[src/rtl/operand_fetch_if.sv]
// operand_fetch_if: request strobe, memory read ports and assembled vector outputs
interface operand_fetch_if #(
  parameter int N = 32,
  parameter int W = 8
);
  localparam int IW = $clog2(N);
  localparam int AW = 2 * IW;
  logic                  new_request;
  logic [IW-1:0]         row_req;
  logic [IW-1:0]         col_req;
  logic [AW-1:0]         a_addr;
  logic [W-1:0]          a_data;
  logic [AW-1:0]         b_addr;
  logic [W-1:0]          b_data;
  logic [N-1:0][W-1:0]   matA_row;
  logic [N-1:0][W-1:0]   matB_col;
  logic [IW-1:0]         row_in;
  logic [IW-1:0]         col_in;
  logic                  val_rows;
  logic                  busy;
  modport master (
    output new_request, row_req, col_req, a_data, b_data,
    input  a_addr, b_addr, matA_row, matB_col, row_in, col_in, val_rows, busy
  );
  modport slave (
    input  new_request, row_req, col_req, a_data, b_data,
    output a_addr, b_addr, matA_row, matB_col, row_in, col_in, val_rows, busy
  );
endinterface

[src/rtl/operand_fetch.sv]
// operand_fetch: streams an A row and a B column from two latency-LAT memories into packed N-lane vectors
module operand_fetch #(
  parameter int N   = 32,
  parameter int W   = 8,
  parameter int LAT = 2
) (
  input logic           clk_in,
  input logic           rst_in,
  operand_fetch_if.slave bus
);
  localparam int IW = $clog2(N);
  typedef enum logic [1:0] {IDLE, ISSUE, DRAIN, PRESENT} state_t;
  state_t                 state, state_nx;
  logic [IW-1:0]          k;
  logic [LAT-1:0]         vld, vld_sh;
  logic [LAT-1:0][IW-1:0] tag;
  logic                   accept, push, last, drain_done;
  always_ff @(posedge clk_in) state <= !rst_in ? IDLE : state_nx;
  always_comb begin
    state_nx = accept ? ISSUE :
               state == ISSUE ? (last ? DRAIN : ISSUE) :
               state == DRAIN ? (drain_done ? PRESENT : DRAIN) : IDLE;
  end
  // the oldest tag is written this cycle, so only the younger stages must be empty to leave DRAIN
  assign vld_sh = vld << 1;
  always_comb begin
    accept       = bus.new_request && (state == IDLE || state == PRESENT);
    push         = state == ISSUE;
    last         = k == IW'(N - 1);
    drain_done   = vld_sh == '0;
    bus.val_rows = state == PRESENT;
    bus.busy     = push || state == DRAIN;
  end
  always_ff @(posedge clk_in) begin
    if (!rst_in) begin
      k            <= '0;
      vld          <= '0;
      tag          <= '0;
      bus.a_addr   <= '0;
      bus.b_addr   <= '0;
      bus.row_in   <= '0;
      bus.col_in   <= '0;
      bus.matA_row <= '0;
      bus.matB_col <= '0;
    end else begin
      vld[0] <= push;
      tag[0] <= k;
      for (int i = 1; i < LAT; i++) begin
        vld[i] <= vld[i-1];
        tag[i] <= tag[i-1];
      end
      if (vld[LAT-1]) begin
        bus.matA_row[tag[LAT-1]] <= bus.a_data;
        bus.matB_col[tag[LAT-1]] <= bus.b_data;
      end
      // address for k=0 is loaded on accept so each address leads its ISSUE cycle's tag
      if (accept) begin
        k          <= '0;
        bus.row_in <= bus.row_req;
        bus.col_in <= bus.col_req;
        bus.a_addr <= {bus.row_req, IW'(0)};
        bus.b_addr <= {IW'(0), bus.col_req};
      end else if (push) begin
        k <= k + 1'b1;
        if (!last) begin
          bus.a_addr <= {bus.row_in, k + 1'b1};
          bus.b_addr <= {k + 1'b1, bus.col_in};
        end
      end
    end
  end
endmodule

[src/flat_wrapper.sv]
// flat-port wrapper written by rule: the top's interface ports become plain ports
module operand_fetch_flat 
#(
  parameter int N   = 32,
  parameter int W   = 8,
  parameter int LAT = 2
)
  (clk_in, rst_in, bus_new_request, bus_row_req, bus_col_req, bus_a_data, bus_b_data, bus_a_addr, bus_b_addr, bus_matA_row, bus_matB_col, bus_row_in, bus_col_in, bus_val_rows, bus_busy);
  operand_fetch_if #(.N(N), .W(W)) bus_i ();
  input logic clk_in;
  input logic rst_in;
  input wire logic [$bits(bus_i.new_request)-1:0] bus_new_request;
  input wire logic [$bits(bus_i.row_req)-1:0] bus_row_req;
  input wire logic [$bits(bus_i.col_req)-1:0] bus_col_req;
  input wire logic [$bits(bus_i.a_data)-1:0] bus_a_data;
  input wire logic [$bits(bus_i.b_data)-1:0] bus_b_data;
  output wire logic [$bits(bus_i.a_addr)-1:0] bus_a_addr;
  output wire logic [$bits(bus_i.b_addr)-1:0] bus_b_addr;
  output wire logic [$bits(bus_i.matA_row)-1:0] bus_matA_row;
  output wire logic [$bits(bus_i.matB_col)-1:0] bus_matB_col;
  output wire logic [$bits(bus_i.row_in)-1:0] bus_row_in;
  output wire logic [$bits(bus_i.col_in)-1:0] bus_col_in;
  output wire logic [$bits(bus_i.val_rows)-1:0] bus_val_rows;
  output wire logic [$bits(bus_i.busy)-1:0] bus_busy;
  assign bus_i.new_request = bus_new_request;
  assign bus_i.row_req = bus_row_req;
  assign bus_i.col_req = bus_col_req;
  assign bus_i.a_data = bus_a_data;
  assign bus_i.b_data = bus_b_data;
  assign bus_a_addr = bus_i.a_addr;
  assign bus_b_addr = bus_i.b_addr;
  assign bus_matA_row = bus_i.matA_row;
  assign bus_matB_col = bus_i.matB_col;
  assign bus_row_in = bus_i.row_in;
  assign bus_col_in = bus_i.col_in;
  assign bus_val_rows = bus_i.val_rows;
  assign bus_busy = bus_i.busy;
  operand_fetch #(.N(N), .W(W), .LAT(LAT)) u_core (.clk_in(clk_in), .rst_in(rst_in), .bus(bus_i));
endmodule
[config.mk]
export PLATFORM = sky130hd
export DESIGN_NAME = operand_fetch_flat
export DESIGN_NICKNAME = d
export VERILOG_FILES = /design/src/rtl/operand_fetch_if.sv /design/src/rtl/operand_fetch.sv /design/src/flat_wrapper.sv
export SDC_FILE = /design/constraint.sdc
export NUM_CORES = 1
export LEC_CHECK = 0
export ABC_AREA = 1
export CORE_AREA = 2 2 222 224
export DETAILED_ROUTE_END_ITERATION = 6
export DIE_AREA = 0 0 224 226
export PLACE_DENSITY = 0.74
export SYNTH_ARGS = -nofsm -noshare
export SYNTH_HDL_FRONTEND = slang
export SYNTH_SLANG_ARGS = --single-unit
[constraint.sdc]
create_clock -name clk_in -period 4.8 [get_ports clk_in]
set_clock_uncertainty 0.05 [all_clocks]
set_input_delay 0.48 -clock clk_in [delete_from_list [all_inputs] [get_ports clk_in]]
set_output_delay 0.48 -clock clk_in [all_outputs]
set_load 0.05 [all_outputs]
==> impl_summary.log, run 1 <==
INFO  metric wl_per_cell = about 17 um
INFO  metric row_count = about 80
INFO  metric synthesis.area_per_instance = 6.85 um^2
INFO  metric combinational_family_with_the_most_area_after_synthesis = simple AND/OR/NAND/NOR gates
INFO  metric syn_inst = between 3,000 and 4,000
INFO  metric grt_pass1_vias = 17,208
INFO  metric postSynthRegisterBits = 556
INFO  metric grt-ovfl-total = 0
INFO  metric multi_input_gate_area = 8580 um^2
INFO  metric result_of_the_run = finished, final reports clean
INFO  metric slew_viol_final = 0
INFO  metric root_buffer = clkbuf_16
INFO  metric num_vias = roughly 20,000
INFO  metric crit_path_max_fanout = 3
INFO  metric cts.reportedPaths.clkPinSlew = ~0.060 ns
INFO  metric whs = 0.337 ns
INFO  metric post_cts.resized_instances = 0
INFO  metric ys_async_sr_fraction = 0
INFO  metric grt_first_pass_wirelength = between 100,000 and 150,000 um
INFO  metric place_worst_setup_slack = between 2 and 2.5 ns
INFO  metric grt_max_degree = ~140
INFO  metric drive_gt1_frac = 0.0470
INFO  metric netlist_top_cells_count = 1,079 x nor2_1, 1,003 x nand2_1, 556 x dfxtp_1, 96 x buf_2, 76 x nand3_1
INFO  metric crit_path_largest_cell_delay = between 0.8 and 0.9 ns
INFO  metric critPathLaunch = u_core.state[0]
INFO  metric netlist_area = approximately 21,000 um^2
INFO  metric most_numerous_cell_in_the_yosys_netlist = nor2_1
INFO  metric setup_total_negative_slack = 0 ns
INFO  metric drt-vias-per-instance = ~4.8
INFO  metric timing_worst_setup_path_type = register to primary output
INFO  metric synth_area_leaders = dfxtp_1 53%, nor2_1 19%, nand2_1 18%, buf_2 2.3%, nand3_1 1.8%
INFO  metric worst_ep_arrival_time = roughly 2.3 ns
INFO  metric flow.area_growth_from_synthesis = 37.4%
INFO  metric area.sequential = between 10,000 and 15,000 um^2
INFO  metric layout_min_cycle_time = between 2 and 3 ns
INFO  metric max_slew_headroom = 0.172
INFO  metric ys_seq_area_frac = 0.535
INFO  metric cts_setup_buffers = 0
INFO  metric path_cells = inv_1 > ha_1 > inv_1 > clkdlybuf4s50_1
INFO  metric end_point_of_the_critical_path = bus_busy
INFO  metric number_of_enable_flip_flop_cells_after_synthesis = 0
INFO  metric postRouteAntennaNets = 0
INFO  metric cts-htree-levels = 2
INFO  metric yosys.area_share.adder = 0.00301
INFO  metric final_worst_path_cycle_share = 0.581
INFO  metric synth_xor_area_frac = 0.000842
INFO  metric holdCritPathClass = input port to register
INFO  metric yosys-mux-area-fraction = 0
INFO  metric critPathLaunchType = register
INFO  metric post-dp-hpwl = between 40,000 and 50,000 um
INFO  metric cell_repeated_most_along_the_worst_path = inv_1
INFO  metric drt-initial-drc-count = 1,494
INFO  metric synth.yosys.warnings = 0
INFO  metric start_util = 0.431
INFO  metric worstSetupEndpointType = primary output
INFO  metric report.final.setup_viol = 0
INFO  metric detail_route.first_pass.iterations = 5
INFO  metric worst_path_max_delay_cell = clkdlybuf4s50_1
INFO  metric setup_slack = just over 2 ns
INFO  metric regToRegStartpoint = u_core.tag[6]
INFO  metric gr-usage-all-layers = 0.269
INFO  metric overall_power = 9900 uW
INFO  metric worst_ep_required_time = 4.27 ns
INFO  metric cts_tree = done
INFO  metric yosysTopAreaCell = dfxtp_1
INFO  metric num-fill-cells = around 4,500
INFO  metric floorplan.die_area = ~50,000 um^2
INFO  metric timing.fmax = between 300 and 400 MHz
INFO  metric top_level_ports = 573
INFO  metric p_per_area = ~350 nW/um^2
INFO  metric reg2reg_depth = 5
INFO  metric floorplan.die.width = 224 um
INFO  metric gpl.final_weighted_congestion = approximately 0.80
INFO  metric postSynthNetCount = ~3,100
INFO  metric final_net_count = around 3,500
INFO  metric synth_ff_type = dfxtp_1
INFO  metric ctsLongestPathBuffers = 3
INFO  metric wirelength = around 70,000 um
INFO  metric post_synth_and_or_nand_nor_area_fraction = 0.394
INFO  metric diodes = 0
INFO  metric ir_drop = 0.302 mV
INFO  metric number_of_failing_hold_endpoints_at_the_final_stage = 0
INFO  metric drc = 0
INFO  metric dieHeight = roughly 230 um
INFO  metric grt_antenna_before_repair = 0
INFO  metric tritoncts.num_buffers = 57
INFO  metric timing.reg2reg.setup_slack = 2.18 ns
INFO  metric clk-insertion-delay-late = between 0.6 and 0.7 ns
INFO  metric cap_violations = 0
INFO  metric cts.sinks = 556
INFO  metric timing_worst_slew_pin_value = 1.24 ns
INFO  metric numPortBuffers = roughly 570
INFO  metric holdBufCountCts = 0
INFO  metric reg2reg_to = u_core.bus.matA_row[24]
INFO  metric rsz_0062_raised_after_global_routing = no
INFO  metric synth_top_area_share = 0.535
INFO  metric synth-compound-area-share = 0.0103
INFO  metric yosysUniqueCellTypes = 18
INFO  metric core = between 40,000 and 50,000 um^2
INFO  metric leakagePower = ~0.011 uW
[power breakdown]
group	leakage, uW	internal, uW	switching [uW]
Combinational	0.00592	190	539
Sequential	0.00448	4660	33.5
Clock	0.000931	2630	1850
[final cells by class]
cell class | count | share of cell area
Clock buffer | 91 | 0.0607
Timing Repair Buffer | 604 | 0.210
Tap cell | 622 | 0.0272
Multi-Input combinational cell | 2209 | 0.300
Inverter | 56 | 0.00735
Clock inverter | 14 | 0.00543
Sequential cell | 556 | 0.389
[metal layers]
layer  vias to the layer above  global-route usage  routed length (um)
met5                         -                   0                   0
met4                         0               0.115                2920
met3                       163              0.0652                5710
met2                       737               0.459               34400
met1                      8910               0.323               28400
li1                       9955                   -                   -
[cell usage in the layout (no fill, tap or decap)]
cell / n
nand4_1: 1
nor2_2: 29
buf_12: 2
clkbuf_16: 59
clkbuf_1: 18
dfxtp_1: 556
clkinvlp_4: 1
nor2_1: 1049
a21oi_1: 16
nand3_1: 76
a211oi_1: 1
clkdlybuf4s50_1: 571
clkinv_2: 8
clkinv_4: 1
bufinv_16: 3
buf_4: 30
nor2_4: 1
xnor2_1: 1
xor2_1: 1
inv_6: 1
ha_1: 5
buf_8: 1
nand3b_1: 1
a31oi_1: 1
nand2_1: 1003
inv_2: 16
inv_1: 40
o21ai_0: 24
clkbuf_8: 14
[registers in the layout, indices dropped and copies added (netlist names)]
| name | count |
|---|---|
| u_core.bus.matA_row | 256 |
| u_core.bus.matB_col | 256 |
| u_core.bus.a_addr | 10 |
| u_core.tag | 10 |
| u_core.bus.b_addr | 5 |
| u_core.bus.col_in | 5 |
| u_core.bus.row_in | 5 |
| u_core.k | 5 |
| u_core.state | 2 |
| u_core.vld | 2 |
[stage by stage]
step / cell area (um^2) / utilization / instances
6_report: 28600 / 0.591 / 4152
5_1_grt: 28600 / 0.591 / 4152
4_1_cts: 28600 / 0.591 / 4152
3_5_place_dp: 26700 / 0.552 / 4047
3_3_place_gp: 26700 / 0.552 / 4047
2_1_floorplan: 20800 / - / 3038
[cell families after synthesis]
group | Yosys count
simple gates | 2160
flops | 556
buf+inv | 273
compound gates | 42
fa+ha+maj | 5
xor+xnor | 2
[how the worst min path moves through the flow]
stage                              from                        to  slack (ns)  cells after the start
after floorplan           u_core.tag[0]             u_core.tag[5]        0.34                      2
after global placement    u_core.tag[3]             u_core.tag[8]        0.35                      2
after detailed placement  u_core.tag[3]             u_core.tag[8]        0.35                      2
after CTS                 u_core.tag[3]             u_core.tag[8]        0.36                      2
after global routing      u_core.tag[3]             u_core.tag[8]        0.39                      2
final                            rst_in  u_core.bus.matB_col[255]        0.34                      3
[worst max-delay path, delay by kind of cell (launching register included)]
| family | cells | cell delay [ns] |
|---|---|---|
| flip-flops | 1 | 0.37 |
| adder cells (fa/ha/maj) | 1 | 0.33 |
| buffers and inverters | 3 | 0.95 |
Note: power is estimated with default switching activity, not from simulation.
==> run 2, diff against run 1 <==
Settings changed: CORE_AREA 2 2 222 224 to not set, CORE_ASPECT_RATIO set to 2, CORE_UTILIZATION set to 43, DIE_AREA 0 0 224 226 to not set, PLACE_DENSITY 0.74 to 0.77.
Clock period 4.8 ns to 2.45 ns, I/O delays scaled along.
==> run 2 against run 1 <==
  * Utilization grew 1.7 points
  * Global-route usage grew 1.5 points
  * Non-clock buffer count grew 49
  * Combinational power grew 110%
==> impl_summary.log, run 2 (synthesis results as in run 1) <==
INFO  metric cts-htree-levels = 2
INFO  metric cts.reportedPaths.clkPinSlew = around 0.07 ns
INFO  metric worstSetupEndpointType = primary output
INFO  metric grt_first_pass_wirelength = 106,000 um
INFO  metric diodes = 0
INFO  metric regToRegStartpoint = u_core.tag[6]
INFO  metric timing.fmax = between 400 and 500 MHz
INFO  metric wirelength = 71,400 um
INFO  metric timing_worst_slew_pin_value = 1.11 ns
INFO  metric layout_min_cycle_time = about 2.2 ns
INFO  metric clk-insertion-delay-late = 0.57 ns
INFO  metric result_of_the_run = finished, final reports clean
INFO  metric timing.reg2reg.setup_slack = around 0.5 ns
INFO  metric top_level_ports = around 570
INFO  metric reg2reg_to = u_core.bus.matA_row[6]
INFO  metric grt-ovfl-total = 0
INFO  metric report.final.setup_viol = 0
INFO  metric grt_max_degree = between 90 and 100
INFO  metric grt_antenna_before_repair = 0
INFO  metric dieHeight = 313 um
INFO  metric row_count = ~110
INFO  metric gr-usage-all-layers = 0.284
INFO  metric ctsLongestPathBuffers = 3
INFO  metric floorplan.die.width = about 160 um
INFO  metric gpl.final_weighted_congestion = ~0.85
INFO  metric reg2reg_depth = 5
INFO  metric layout_common_cells = 1,049 x nor2_1, 1,003 x nand2_1, 570 x clkdlybuf4s50_1, 556 x dfxtp_1, 76 x nand3_1
INFO  metric postRouteAntennaNets = 0
INFO  metric layout_commonest_cell = nor2_1
INFO  metric floorplan.die_area = roughly 50,000 um^2
INFO  metric rsz_0062_raised_after_global_routing = no
INFO  metric timing_worst_setup_path_type = register to primary output
INFO  metric cap_violations = 0
INFO  metric drc = 0
INFO  metric holdCritPathClass = input port to register
INFO  metric number_of_failing_hold_endpoints_at_the_final_stage = 0
INFO  metric drt-initial-drc-count = 1,164
INFO  metric num_vias = roughly 20,000
INFO  metric dpl_cell_area = 27,300 um^2
INFO  metric largest_registers = u_core.bus.matA_row x256, u_core.bus.matB_col x256
INFO  metric setup_total_negative_slack = 0 ns
INFO  metric num-fill-cells = roughly 4,300
INFO  metric final_worst_path_cycle_share = 0.905
INFO  metric wl_per_cell = 17.0 um
INFO  metric numPortBuffers = approximately 570
INFO  metric worst_ep_arrival_time = between 1.5 and 2 ns
INFO  metric root_buffer = clkbuf_16
INFO  metric worst_ep_required_time = around 2.2 ns
INFO  metric cts.sinks = 556
INFO  metric drive_gt1_frac = 0.0576
INFO  metric post-dp-hpwl = 47,600 um
INFO  metric cts_tree = done
INFO  metric slew_viol_final = 0
INFO  metric tritoncts.num_buffers = 47
INFO  metric core = 47,600 um^2
INFO  metric start_util = 0.437
INFO  metric flow.area_growth_from_synthesis = 39.2%
INFO  metric ir_drop = between 0.6 and 0.7 mV
INFO  metric leakagePower = between 0.01 and 0.015 uW
INFO  metric grt_pass1_vias = 18,241
INFO  metric p_per_area = 643 nW/um^2
INFO  metric max_slew_headroom = 0.255
INFO  metric post_route_design_area = about 29,000 um^2
INFO  metric final_net_count = 3,557
INFO  metric critPathLaunch = u_core.state[0]
INFO  metric detail_route.first_pass.iterations = 5
INFO  metric drt-vias-per-instance = 4.78
INFO  metric end_point_of_the_critical_path = bus_val_rows
INFO  metric critPathLaunchType = register
INFO  metric crit_path_max_fanout = 3
## run 2: changes by cell type in the layout (fill, tap and decap cells not counted), moves of 2 or more
cell,before,now
buf_12,2,23
buf_4,30,57
clkbuf_1,18,8
clkbuf_16,59,49
clkbuf_8,14,16
clkinv_2,8,6
clkinvlp_4,1,3
## run 2: layout make-up
type	instances	area (um^2)	area share
sequential	556	11100	0.384
tap	632	791	0.0273
clock inverter	13	154	0.00531
inverter	56	210	0.00726
clock buffer	73	1480	0.0510
multi-input combinational	2209	8580	0.296
timing repair buffer	653	6630	0.229
## run 2: how the worst min path moves through the flow
| stage | from | to | slack [ns] | cells after the start |
|---|---|---|---|---|
| 2_1_floorplan | u_core.tag[0] | u_core.tag[5] | 0.34 | 2 |
| 3_3_place_gp | u_core.tag[0] | u_core.tag[5] | 0.35 | 2 |
| 3_5_place_dp | u_core.tag[0] | u_core.tag[5] | 0.35 | 2 |
| 4_1_cts | bus_row_req[3] | u_core.bus.row_in[3] | 0.28 | 5 |
| 5_1_grt | bus_row_req[3] | u_core.bus.row_in[3] | 0.33 | 5 |
| 6_report | bus_row_req[3] | u_core.bus.row_in[3] | 0.29 | 5 |
## run 2: timing repair
| item | in CTS | in global routing |
|---|---|---|
| endpoints found under the hold margin | 13 | 0 |
| setup buffers | 0 | 0 |
| gates resized for setup | 1 | 0 |
| endpoints found under the setup margin | 1 | 0 |
| hold buffers | 1 | 0 |
## run 2: worst max-delay path: stages, from the launching register on
cell and delay (ns):
dfxtp_1 0.37, ha_1 0.16, clkdlybuf4s50_1 0.82
## run 2: layer usage
metal	GRT usage	up-vias	part of all wire
met2	0.503	772	0.50
met3	0.0596	185	0.075
met4	0.170	0	0.060
li1	-	10027	-
met5	0	-	0
met1	0.306	9033	0.37
## run 2: stage by stage
step / power (uW) / std cells / utilization / setup slack (ns) / hold WS (ns)
2_1_floorplan: 10300 / 3038 / - / 0.798 / 0.340
3_3_place_gp: 10900 / 4105 / 0.574 / 0.598 / 0.349
6_report: 18600 / 4192 / 0.608 / 0.233 / 0.294
5_1_grt: 19200 / 4192 / 0.608 / 0.176 / 0.329
3_5_place_dp: 10900 / 4105 / 0.574 / 0.464 / 0.351
4_1_cts: 18700 / 4192 / 0.608 / 0.190 / 0.275
## run 2: power breakdown
group	switching (uW)	internal [uW]	total, uW
combinational	1070	455	1520
clock	3430	4470	7900
sequential	65.6	9130	9190
total	4570	14100	18600
==> run 3, diff against run 2 <==
Settings changed: CAP_MARGIN set to 20, SKIP_LAST_GASP set to 1.
==> run 3 against run 2 <==
  * Sequential share of layout area hardly changed
  * Clock power is essentially flat
  * Critical path depth down 1
  * Worst setup slack improved by 0.0037 ns
  * Non-clock buffer count is 1 higher
  * Utilization is essentially flat
  * Cell count about the same
  * Die area unchanged
  * Critical path type unchanged
==> impl_summary.log, run 3 (synthesis results as in run 1) <==
INFO  metric top_level_ports = 573
INFO  metric drive_gt1_frac = 0.0578
INFO  metric wl_per_cell = 17.1 um
INFO  metric gpl.final_weighted_congestion = 0.855
INFO  metric max_slew_headroom = 0.546
INFO  metric crit_family = buffers and inverters
INFO  metric detail_route.first_pass.iterations = 7
INFO  metric tritoncts.num_buffers = 47
INFO  metric dieHeight = approximately 310 um
INFO  metric crit_path_largest_cell_delay = 0.95 ns
INFO  metric post-dp-hpwl = ~48,000 um
INFO  metric critPathLaunchType = register
INFO  metric place_worst_setup_slack = roughly 0.46 ns
INFO  metric clk-insertion-delay-late = 0.56 ns
INFO  metric num-fill-cells = roughly 4,300
INFO  metric grt_pass1_vias = around 18,000
INFO  metric critical_path.n_buffers_inverters = 1
INFO  metric grt_antenna_before_repair = 0
INFO  metric holdCritPathClass = input port to register
INFO  metric ctsLongestPathBuffers = 3
INFO  metric drt-vias-per-instance = approximately 4.8
INFO  metric floorplan.die_area = about 49,000 um^2
INFO  metric timing_worst_setup_path_type = register to primary output
INFO  metric post_route_design_area = 29,000 um^2
INFO  metric worst_ep_required_time = between 2 and 2.5 ns
INFO  metric floorplan.die.width = roughly 160 um
INFO  metric diodes = 0
INFO  metric core = 47,600 um^2
INFO  metric gr-usage-all-layers = 0.284
INFO  metric worst_ep_arrival_time = approximately 1.9 ns
INFO  metric largest_registers = u_core.bus.matA_row x256, u_core.bus.matB_col x256
INFO  metric layout_min_cycle_time = about 2.2 ns
INFO  metric numPortBuffers = roughly 570
INFO  metric drc = 0
INFO  metric report.final.setup_viol = 0
INFO  metric ir_drop = about 0.65 mV
INFO  metric number_of_failing_hold_endpoints_at_the_final_stage = 0
INFO  metric flow.area_growth_from_synthesis = 39.2%
INFO  metric start_util = 0.437
INFO  metric cts_tree = done
INFO  metric setup_slack = 0.236 ns
INFO  metric rsz_0062_raised_after_global_routing = no
INFO  metric fin_util = 0.608
INFO  metric p_per_area = ~640 nW/um^2
INFO  metric slew_viol_final = 0
INFO  metric worst_path_max_delay_cell = clkdlybuf4s50_1
INFO  metric result_of_the_run = finished, final reports clean
INFO  metric grt-ovfl-total = 0
INFO  metric grt_max_degree = 93
INFO  metric overall_power = 18,600 uW
INFO  metric cts-htree-levels = 2
INFO  metric layout_commonest_cell = nor2_1
INFO  metric drt-initial-drc-count = approximately 1,200
INFO  metric cts.reportedPaths.clkPinSlew = about 0.070 ns
INFO  metric setup_total_negative_slack = 0 ns
INFO  metric crit_path_max_fanout = 2
INFO  metric layout_common_cells = 1,049 x nor2_1, 1,003 x nand2_1, 570 x clkdlybuf4s50_1, 556 x dfxtp_1, 76 x nand3_1
INFO  metric num_vias = 19,994
INFO  metric postRouteAntennaNets = 0
INFO  metric timing.fmax = about 450 MHz
INFO  metric final_worst_path_cycle_share = 0.904
INFO  metric grt_first_pass_wirelength = 106,000 um
INFO  metric path_cells = clkdlybuf4s50_1
INFO  metric row_count = 113
INFO  metric root_buffer = clkbuf_16
INFO  metric wirelength = between 70,000 and 80,000 um
INFO  metric timing_worst_slew_pin_value = 0.679 ns
INFO  metric final_net_count = ~3,600
INFO  metric cap_violations = 0
INFO  metric dpl_cell_area = ~27,000 um^2
INFO  metric leakagePower = about 0.012 uW
INFO  metric worstSetupEndpointType = primary output
INFO  metric cts.sinks = between 500 and 600
INFO  metric cts_setup_buffers = 0
[run 3: stage by stage]
stage               hold WS, ns  instances
finish                    0.298       4193
CTS                       0.275       4192
floorplan                 0.340       3038
global route              0.329       4193
global placement          0.349       4105
detailed placement        0.351       4105
[run 3: what timing repair did]
action | in CTS | in global routing
hold buffers | 1 | 0
hold endpoints to repair | 13 | 0
endpoints found under the setup margin | 1 | 0
gates resized for setup | 1 | 0
[run 3: final timing paths]
kind / startpoint / endpoint / slack, ns / depth (start not counted)
max: u_core.bus.matA_row[7] / bus_matA_row[7] / 0.24 / 1
min: bus_row_req[3] / u_core.bus.row_in[3] / 0.30 / 5
max reg2reg: u_core.k[0] / u_core.bus.b_addr[2] / 0.54 / 10
min reg2reg: u_core.tag[0] / u_core.tag[5] / 0.37 / 2
[run 3: where the power goes]
group	internal [uW]	total [uW]	switching (uW)
Combinational	456	1530	1070
Clock	4470	7900	3430
Sequential	9130	9190	66.2
Total	14100	18600	4560
[run 3: area by class of cell]
class,count,area [um^2],share of cell area
clock buffers,73,1480,0.0509
clock inverters,13,154,0.00531
inverters,56,210,0.00725
multi-input cells,2209,8580,0.296
flip-flops and latches,556,11100,0.384
well taps,632,791,0.0273
repair buffers,654,6640,0.229
[run 3: metal layers]
layer	track usage	vias to the layer above	share of wire
met4	0.170	0	0.060
li1	-	10025	-
met5	0	-	0
met1	0.306	9034	0.36
met2	0.503	745	0.50
met3	0.0596	190	0.074
[run 3: worst register-to-register path, stage by stage (launching register included)]
cell	delay (ns)
dfxtp_1	0.45
ha_1	0.22
nand2_1	0.06
nor2_1	0.09
ha_1	0.17
inv_1	0.04
nand2_1	0.17
nand2_1	0.08
buf_4	0.20
o21ai_0	0.20
a21oi_1	0.06
